### config.mk
export PLATFORM = sky130hd
export DESIGN_NAME = spi_master_sel
export DESIGN_NICKNAME = d
export VERILOG_FILES = /design/src/rtl/spi_master_sel.sv
export SDC_FILE = /design/constraint.sdc
export NUM_CORES = 1
export LEC_CHECK = 0
export CORE_MARGIN = 10
export CORE_UTILIZATION = 50
export DETAILED_ROUTE_END_ITERATION = 7
export PLACE_DENSITY_LB_ADDON = 0.08
export REMOVE_ABC_BUFFERS = 1
export SLEW_MARGIN = 0
export SYNTH_ARGS = -nofsm -noshare
export SYNTH_HDL_FRONTEND = slang
export SYNTH_SLANG_ARGS = --single-unit
### constraint.sdc
create_clock -name wb_clk -period 6.7 [get_ports wb_clk]
set_clock_uncertainty 0.05 [all_clocks]
set_input_delay 1.005 -clock wb_clk [delete_from_list [all_inputs] [get_ports wb_clk]]
set_output_delay 1.005 -clock wb_clk [all_outputs]
set_load 0.01 [all_outputs]
### src/rtl/spi_master_sel.sv
// SPI engine for the board-level fan-out: drives sclk/mosi/sen and captures the wired-OR miso.
// Latency: busy rises one cycle after start; busy lasts (2*len+2)*(div+1) cycles; done pulses one cycle later.
// Backpressure: start is only accepted while idle; requests while busy are dropped, and software polls busy/done.
// The optional SPI_IRQ_EN build adds a sticky irq output with an irq_clr input.
module spi_master_sel #(
  parameter int NUM_SS = 9,
  parameter int DIV_W  = 16
) (
  input  logic              wb_clk,
  input  logic              rst_n,
  input  logic              start,
  input  logic [NUM_SS-1:0] ss_sel,
  input  logic [5:0]        len,
  input  logic [DIV_W-1:0]  div,
  input  logic              tx_neg,
  input  logic              rx_neg,
  input  logic [31:0]       tx_data,
  output logic [31:0]       rx_data,
  output logic              busy,
  output logic              done,
  output logic              sclk,
  output logic              mosi,
  output logic [NUM_SS-1:0] sen,
  input  logic              miso
`ifdef SPI_IRQ_EN
  ,
  output logic              irq,
  input  logic              irq_clr
`endif
);

  localparam logic [1:0] IDLE  = 2'd0;
  localparam logic [1:0] SETUP = 2'd1;
  localparam logic [1:0] SHIFT = 2'd2;
  localparam logic [1:0] HOLD  = 2'd3;

  logic [1:0]       state;
  logic [DIV_W-1:0] cnt;
  logic [DIV_W-1:0] div_q;
  logic [5:0]       len_q;
  logic [31:0]      tx_q;
  logic             txn_q;
  logic             rxn_q;
  logic [6:0]       hp;
  logic [4:0]       tx_idx;
  logic [31:0]      rx_sh;

  logic             len_ok;
  logic [4:0]       len_idx;
  logic             accept;
  logic             cnt_last;
  logic             hp_last;
  logic             hold_end;
  logic             edge_fire;
  logic             edge_rise;
  logic             tx_edge;
  logic             rx_edge;
  logic             done_nxt;

  // A length of 32 wraps to 0 in the low five bits, so subtracting one still yields index 31.
  assign len_ok   = (len != 6'd0) && (len <= 6'd32);
  assign len_idx  = len[4:0] - 5'd1;
  assign accept   = (state == IDLE) && start && len_ok;

  // One half-period is div+1 cycles; cnt_last marks the final cycle of the current half-period.
  assign cnt_last = (cnt == div_q);
  assign hp_last  = (hp == ({len_q, 1'b0} - 7'd1));
  assign hold_end = (state == HOLD) && cnt_last;

  // The first sclk edge is the rise that ends SETUP; the last is the fall that begins the final
  // half-period, so the final SHIFT half-period ends without an edge and sclk stays low into HOLD.
  assign edge_fire = cnt_last && ((state == SETUP) || ((state == SHIFT) && !hp_last));
  assign edge_rise = ~sclk;
  assign tx_edge   = edge_fire && (edge_rise == ~txn_q);
  assign rx_edge   = edge_fire && (edge_rise == ~rxn_q);

  // A zero-length request completes immediately without ever raising busy.
  assign done_nxt  = ((state == IDLE) && start && (len == 6'd0)) || hold_end;

  // Sequence the transfer phases: IDLE -> SETUP -> SHIFT -> HOLD -> IDLE.
  always_ff @(posedge wb_clk or negedge rst_n) begin
    if (!rst_n) begin
      state <= IDLE;
    end else begin
      case (state)
        IDLE:    if (accept)              state <= SETUP;
        SETUP:   if (cnt_last)            state <= SHIFT;
        SHIFT:   if (cnt_last && hp_last) state <= HOLD;
        HOLD:    if (cnt_last)            state <= IDLE;
        default:                          state <= IDLE;
      endcase
    end
  end

  // Capture the transfer parameters at accept so later input changes cannot disturb a transfer.
  always_ff @(posedge wb_clk or negedge rst_n) begin
    if (!rst_n) begin
      len_q <= 6'd0;
      div_q <= '0;
      tx_q  <= 32'd0;
      txn_q <= 1'b0;
      rxn_q <= 1'b0;
    end else if (accept) begin
      len_q <= len;
      div_q <= div;
      tx_q  <= tx_data;
      txn_q <= tx_neg;
      rxn_q <= rx_neg;
    end
  end

  // Half-period divider; wraps after div+1 cycles, so an all-ones div simply counts the full range.
  always_ff @(posedge wb_clk or negedge rst_n) begin
    if (!rst_n) begin
      cnt <= '0;
    end else if ((state == IDLE) || cnt_last) begin
      cnt <= '0;
    end else begin
      cnt <= cnt + DIV_W'(1);
    end
  end

  // Count completed SHIFT half-periods to know when the 2*len-th one has elapsed.
  always_ff @(posedge wb_clk or negedge rst_n) begin
    if (!rst_n) begin
      hp <= 7'd0;
    end else if (accept) begin
      hp <= 7'd0;
    end else if ((state == SHIFT) && cnt_last && !hp_last) begin
      hp <= hp + 7'd1;
    end
  end

  // Serial clock: toggles on every edge event and otherwise holds, idling low.
  always_ff @(posedge wb_clk or negedge rst_n) begin
    if (!rst_n) begin
      sclk <= 1'b0;
    end else if (accept) begin
      sclk <= 1'b0;
    end else if (edge_fire) begin
      sclk <= ~sclk;
    end
  end

  // MSB-first data out: first bit presented at accept, then step down on each tx edge until bit 0.
  always_ff @(posedge wb_clk or negedge rst_n) begin
    if (!rst_n) begin
      mosi   <= 1'b0;
      tx_idx <= 5'd0;
    end else if (accept) begin
      mosi   <= tx_data[len_idx];
      tx_idx <= len_idx;
    end else if (tx_edge && (tx_idx != 5'd0)) begin
      mosi   <= tx_q[tx_idx - 5'd1];
      tx_idx <= tx_idx - 5'd1;
    end
  end

  // Receive shift register; clearing at accept leaves the result right-justified with zero upper bits.
  always_ff @(posedge wb_clk or negedge rst_n) begin
    if (!rst_n) begin
      rx_sh <= 32'd0;
    end else if (accept) begin
      rx_sh <= 32'd0;
    end else if (rx_edge) begin
      rx_sh <= {rx_sh[30:0], miso};
    end
  end

  // Status and chip enables; rx_data only moves when a transfer finishes.
  always_ff @(posedge wb_clk or negedge rst_n) begin
    if (!rst_n) begin
      busy    <= 1'b0;
      done    <= 1'b0;
      sen     <= '1;
      rx_data <= 32'd0;
    end else begin
      done <= done_nxt;
      if (accept) begin
        busy <= 1'b1;
        sen  <= ~ss_sel;
      end else if (hold_end) begin
        busy    <= 1'b0;
        sen     <= '1;
        rx_data <= rx_sh;
      end
    end
  end

`ifdef SPI_IRQ_EN
  // Sticky completion flag; a clear in the same cycle as a set (or during the done cycle) loses.
  always_ff @(posedge wb_clk or negedge rst_n) begin
    if (!rst_n) begin
      irq <= 1'b0;
    end else if (done_nxt || done) begin
      irq <= 1'b1;
    end else if (irq_clr) begin
      irq <= 1'b0;
    end
  end
`endif

endmodule

==> results.toml, run 1 <==
[sta]
rsz0062_at_grt = "no"
report.final.slew_viol_count = 0
relSlewSlack_pct = 23.0
fmax_mhz = 246
period_minus_slack_ns = 4.07
finalWorstSetupSlack_ns = 2.63
min_period_over_period_pct = 60.7
tightest_slew_ns = 1.15
fin_setup_tns_ns = 0
setup_viol_count_final = 0
hold_viol = 0

[placement]
preCtsSetupSlack_ns = 2.15
gp_congestion = 0.816
port_buffers = 113
hpwl_mm = 11.6

[global_route]
grt_pass1_vias = 5538
gr-total-overflow = 0
grt_usage_pct = 17.3
antenna_found_initial = 0
grt_max_degree = 90
grt_pass1_wl_mm = 28.3

[yosys]
synth_area_mm2 = 0.00768
ys.warnings.count = 0
yosysTopAreaCell = "dfrtp_1"
synth_flop_cell = "dfrtp_1"
synth_seq_cells = 163
synth-edff-count = 0
yosys-top-cells-count = "nand2_1, dfrtp_1, nor2_1"
synthMostInstantiatedCell = "nand2_1"
synth_top_cell_area_share_pct = 50.2
synthTopCellsByArea = "dfrtp_1, nand2_1, mux4_2"
synthArstFlopShare_pct = 100
avgSynthCellArea_um2 = 10.8
yosysSeqAreaShare_pct = 53.2
synth_cell_types = 44
netlist_instances = 712

[worst_setup_path]
critical_path_required_ns = 6.96
cp_slowest_cell = "clkdlybuf4s50_1"
slowest_delay_ns = 1.04
crit_type = "in2reg"
crit_buf_inv = 2
cp-end-kind = "flip-flop"
worst-endpoint-arrival_ns = 4.33
start_kind = "input port"
critPathMaxFanout = 54
cp_top_family = "buffers and inverters"
crit_chain = "clkdlybuf4s50_1 -> inv_1 -> ha_1 -> nand3_1 -> xor2_1 -> nor2b_4 -> nor3_1 -> a311o_1"

[floorplanning]
row_count = 45
core_region_area_mm2 = 0.0151
die_h_um = 144
top_level_ports = 114
fp.dieW_um = 144
start_util_pct = 50.7
die_area_mm2 = 0.0207

[drt]
remaining_drc_errors = 0
ant_nets = 0
drt_iter0_drc = 253
wl_per_cell_um = 16.7
dr.pass1.iters = 5
drt-total-wl_mm = 17.0
routed_via_density = 5.29
num_vias = 5370

[final_layout]
fill_cells = 1206
diodes = 0
layout-drive-gt1-share_pct = 12.7
regArea_mm2 = 0.00409
fin_util_pct = 62.6
area_growth_pct = 23.4
nets = 895
multiInputGateArea_mm2 = 0.00337

[clock_tree]
clkSlewWorstSetupHoldPaths_ns = 0.06
clock_sinks = 163
clock_latency_ns = 0.42
cts_setup_buffers = 0
cts_tree = "done"
hold_buffers = 0
cts_root_buffer = "clkbuf_16"
htreeDepth = 4
clockBufferDepth = 2
cts_made_buffers = 17
post_cts_resized = 0

[power]
power.leakage_nw = 4.64
p_per_area_mw_per_mm2 = 390
total_power_w = 0.00370
vdd_ir_drop_max_uv = 252

[worst_hold_path]
hp-class = "reg2reg"

[run_status]
outcome = "finished clean"

[flow_run]
drv_cap = 0
## sequential cells by signal, summed over array words and instances, names as in the netlist
name / cells
cnt: 16
done: 1
tx_idx: 5
mosi: 1
rxn_q: 1
hp: 7
state: 2
div_q: 16
tx_q: 32
rx_sh: 32
sclk: 1
len_q: 6
sen: 9
txn_q: 1
busy: 1
rx_data: 32
## placed cells by master (no fill, tap or decap), drive strengths merged, types with 2 or more instances in the layout
| master | netlist | routed |
|---|---|---|
| nand4 | 9 | 9 |
| nand2 | 174 | 174 |
| nor2b | 3 | 3 |
| and3 | 7 | 7 |
| clkbuf | 28 | 21 |
| and2 | 4 | 4 |
| a31oi | 5 | 5 |
| o211ai | 3 | 3 |
| or4 | 2 | 2 |
| nand3 | 10 | 10 |
| dfrtp | 154 | 154 |
| buf | 7 | 6 |
| xor2 | 20 | 20 |
| nor3 | 9 | 9 |
| ha | 12 | 12 |
| o31a | 2 | 2 |
| inv | 13 | 19 |
| mux2i | 36 | 36 |
| a21oi | 12 | 12 |
| dfstp | 9 | 9 |
| and4 | 2 | 2 |
| or3 | 6 | 6 |
| o21ai | 10 | 10 |
| nor2 | 74 | 74 |
| clkinvlp | 0 | 3 |
| mux2 | 35 | 35 |
| xnor2 | 35 | 35 |
| mux4 | 18 | 18 |
| clkdlybuf4s50 | 0 | 112 |
## worst reg2reg max path, stage by stage, from the launching register on
cell and delay (ns):
dfrtp_1 0.80, inv_1 0.20, ha_1 0.69, mux4_2 0.43, mux4_2 0.47, nor2_1 0.08
or4_1 0.11, o211ai_1 0.08
## metrics by stage
stage	instances	hold WS (ns)	instance area [um2]
floorplan	677	0.390	7490
global route	1015	0.438	9480
detailed placement	983	0.409	8920
finish	1015	0.420	9480
CTS	1015	0.425	9480
global placement	983	0.404	8920
## path summary, 6_finish.rpt
check	from	end	slack, ns	depth (start not counted)
max	len[0]	tx_idx[1]	2.63	8
min	tx_q[17]	tx_q[17]	0.42	2
max reg2reg	tx_idx[0]	mosi	3.67	7
min reg2reg	tx_q[17]	tx_q[17]	0.42	2
max in group asynchronous	rst_n	len_q[2]	4.45	2
min in group asynchronous	rst_n	rx_data[31]	0.54	1
## kinds of logic (layout without fill, tap and decap cells)
family,after synthesis,after routing,share of synthesized area [%]
AO/OA/AOI/OAI,40,40,3.52
flip-flops,163,163,53.2
multiplexers,89,89,15.1
adder cells (fa/ha/maj),12,12,1.95
buffers and inverters,48,163,3.08
XOR/XNOR,55,55,6.27
AND/OR/NAND/NOR,305,305,16.8
## layer usage
layer,track usage [%],share of wire [%],vias to the layer above
li1,-,-,2583
met1,22.5,45,2650
met2,26.3,46,113
met3,7.16,7.3,24
met4,4.30,1.1,0
met5,0,0,-
## final cells by class
type	instances	area share [%]
clock buffers	21	4.65
clock inverters	11	1.23
inverters	13	0.515
multi-input cells	501	35.5
repair buffers	118	12.5
flip-flops and latches	163	43.1
well taps	188	2.48
## power by group
group | total, W | internal, W | switching (W)
registers | 0.00163 | 0.00135 | 0.000284
clock network | 0.000932 | 0.000520 | 0.000411
logic | 0.00113 | 0.000582 | 0.000550
total | 0.00370 | 0.00245 | 0.00125
Power figures use the tool's default switching activity.
==> inputs of run 2 (changes only) <==
--- a/config.mk
+++ b/config.mk
@@ -6,7 +6,7 @@
 export NUM_CORES = 1
 export LEC_CHECK = 0
 export CORE_MARGIN = 10
-export CORE_UTILIZATION = 50
+export CORE_UTILIZATION = 49
 export DETAILED_ROUTE_END_ITERATION = 7
 export PLACE_DENSITY_LB_ADDON = 0.08
 export REMOVE_ABC_BUFFERS = 1
==> constraint.sdc (replaced) <==
create_clock -name wb_clk -period 3.3 [get_ports wb_clk]
set_clock_uncertainty 0.05 [all_clocks]
set_input_delay 0.495 -clock wb_clk [delete_from_list [all_inputs] [get_ports wb_clk]]
set_output_delay 0.495 -clock wb_clk [all_outputs]
set_load 0.01 [all_outputs]
==> run 2 against run 1 <==
Net effect: the flow now finishes with violations (hold timing); utilization rose by 0.95 points; via count rose by 2.1%; setup slack got worse by 2.1 ns; non-clock buffer count rose by 8; sequential power rose by 100%; routed wire length rose by 3.1%; die area rose by 1.8%; first-iteration DRC count rose by 27%; cell count rose by 3.2%; final area rose by 2.3%; critical path type is now reg2reg.
==> results.toml, run 2 (same netlist as run 1, synthesis figures left out) <==
[floorplanning]
fp.dieW_um = 145
die_h_um = 145
top_level_ports = 114
core_region_area_mm2 = 0.0153
die_area_mm2 = 0.0211
start_util_pct = 50.3
row_count = 45

[worst_setup_path]
crit_cells = 9
start_kind = "flip-flop"
cp_top_family = "compound AO/OA/AOI/OAI gates"
crit_buf_inv = 1
r2r-start = "len_q[0]"
cp-end-kind = "flip-flop"
cp_slowest_cell = "dfrtp_1"
worst-endpoint-arrival_ns = 3.05
rrSetupSlack_ns = 0.51
crit_end = "tx_idx[1]"
slowest_delay_ns = 0.40
crit_chain = "inv_1 -> ha_1 -> nor2b_1 -> or3_1 -> a31o_1 -> o31a_1 -> o211ai_2 -> nor3_1 -> a311o_1"
crit_type = "reg2reg"
r2r_end = "tx_idx[1]"
startpoint = "len_q[0]"
critPathMaxFanout = 11
critical_path_required_ns = 3.56
reg2regPathDepth = 9

[final_layout]
fill_cells = 1197
largest_registers = "rx_data (32), rx_sh (32), tx_q (32)"
final_cell_mix = "nand2_1, dfrtp_1, clkdlybuf4s50_1"
layout-drive-gt1-share_pct = 14.0
final_common_cell = "nand2_1"
nets = 903
area_growth_pct = 26.2
finish.instance_area_mm2 = 0.00970

[power]
p_per_area_mw_per_mm2 = 801
vdd_ir_drop_max_uv = 454
power.leakage_nw = 4.76

[clock_tree]
clock_sinks = 163
cts_root_buffer = "clkbuf_16"
clkSlewWorstSetupHoldPaths_ns = 0.07
htreeDepth = 4
clockBufferDepth = 2
cts_tree = "done"
post_cts_resized = 0
cts_made_buffers = 17
clock_latency_ns = 0.43
cts_setup_buffers = 0
hold_buffers = 0

[global_route]
grt_pass1_wl_mm = 29.5
grt_usage_pct = 17.0
antenna_found_initial = 1
gr-total-overflow = 0
grt_max_degree = 71
grt_pass1_vias = 5807

[drt]
num_vias = 5483
routed_via_density = 5.24
ant_nets = 0
dr.pass1.iters = 4
remaining_drc_errors = 0
drt-total-wl_mm = 17.5
wl_per_cell_um = 16.7
drt_iter0_drc = 321

[placement]
port_buffers = 113
preCtsSetupSlack_ns = 0.477
gp_congestion = 0.833
placed_cell_area_mm2 = 0.00905
hpwl_mm = 12.6

[sta]
tightest_slew_ns = 0.585
relSlewSlack_pct = 60.7
setup_viol_count_final = 0
rsz0062_at_grt = "no"
fmax_mhz = 358
whs_ns = -0.00740
min_period_over_period_pct = 84.6
period_minus_slack_ns = 2.79
hold_viol = 7
report.final.slew_viol_count = 0
finalWorstSetupSlack_ns = 0.507

[run_status]
outcome = "finished with violations"
failed_checks = "hold timing"

[flow_run]
drv_cap = 0

[worst_hold_path]
hp-class = "in2async"
-- run 2: changes by cell type in the layout (fill, tap and decap cells not counted), sizes merged --
cell      before  now
diode          0    1
clkinvlp       3    0
bufinv         1    3
clkinv         1    4
clkbuf        21   19
buf            6   14
-- run 2: area by class of cell --
class | instances | area (um2) | area share (%)
diodes | 1 | 2.50 | 0.0258
clock inverters | 13 | 190 | 1.96
well taps | 211 | 264 | 2.72
flip-flops and latches | 163 | 4090 | 42.2
inverters | 13 | 48.8 | 0.503
multi-input cells | 501 | 3370 | 34.7
repair buffers | 126 | 1280 | 13.2
clock buffers | 19 | 453 | 4.67
-- run 2: worst min path at each step --
stage	endpoint	slack [ns]
6_report	rx_data[30]	-0.007
3_3_place_gp	tx_q[17]	0.40
3_5_place_dp	tx_q[25]	0.41
4_1_cts	rx_data[30]	0.004
5_1_grt	rx_data[31]	0.02
2_1_floorplan	busy	0.15
-- run 2: through the flow --
step	std cells	total power [W]	utilization, %	TNS (ns)
after global routing	1046	0.00830	63.5	0
after CTS	1046	0.00785	63.5	0
after detailed placement	1014	0.00570	59.3	0
final	1047	0.00777	63.6	0
after floorplan	677	0.00483	-	-205.46
after global placement	1014	0.00557	59.3	0
-- run 2: layer usage --
metal,global-route usage [%],share of wire [%],vias to the layer above
met5,0,0,-
li1,-,-,2604
met4,5.86,1.6,0
met2,27.2,48,148
met1,20.8,43,2705
met3,6.27,7.1,26
-- run 2: report_power, final --
part	switching [W]	internal (W)
clock network	0.000856	0.00126
registers	0.000549	0.00274
logic	0.00116	0.00120
total	0.00256	0.00521
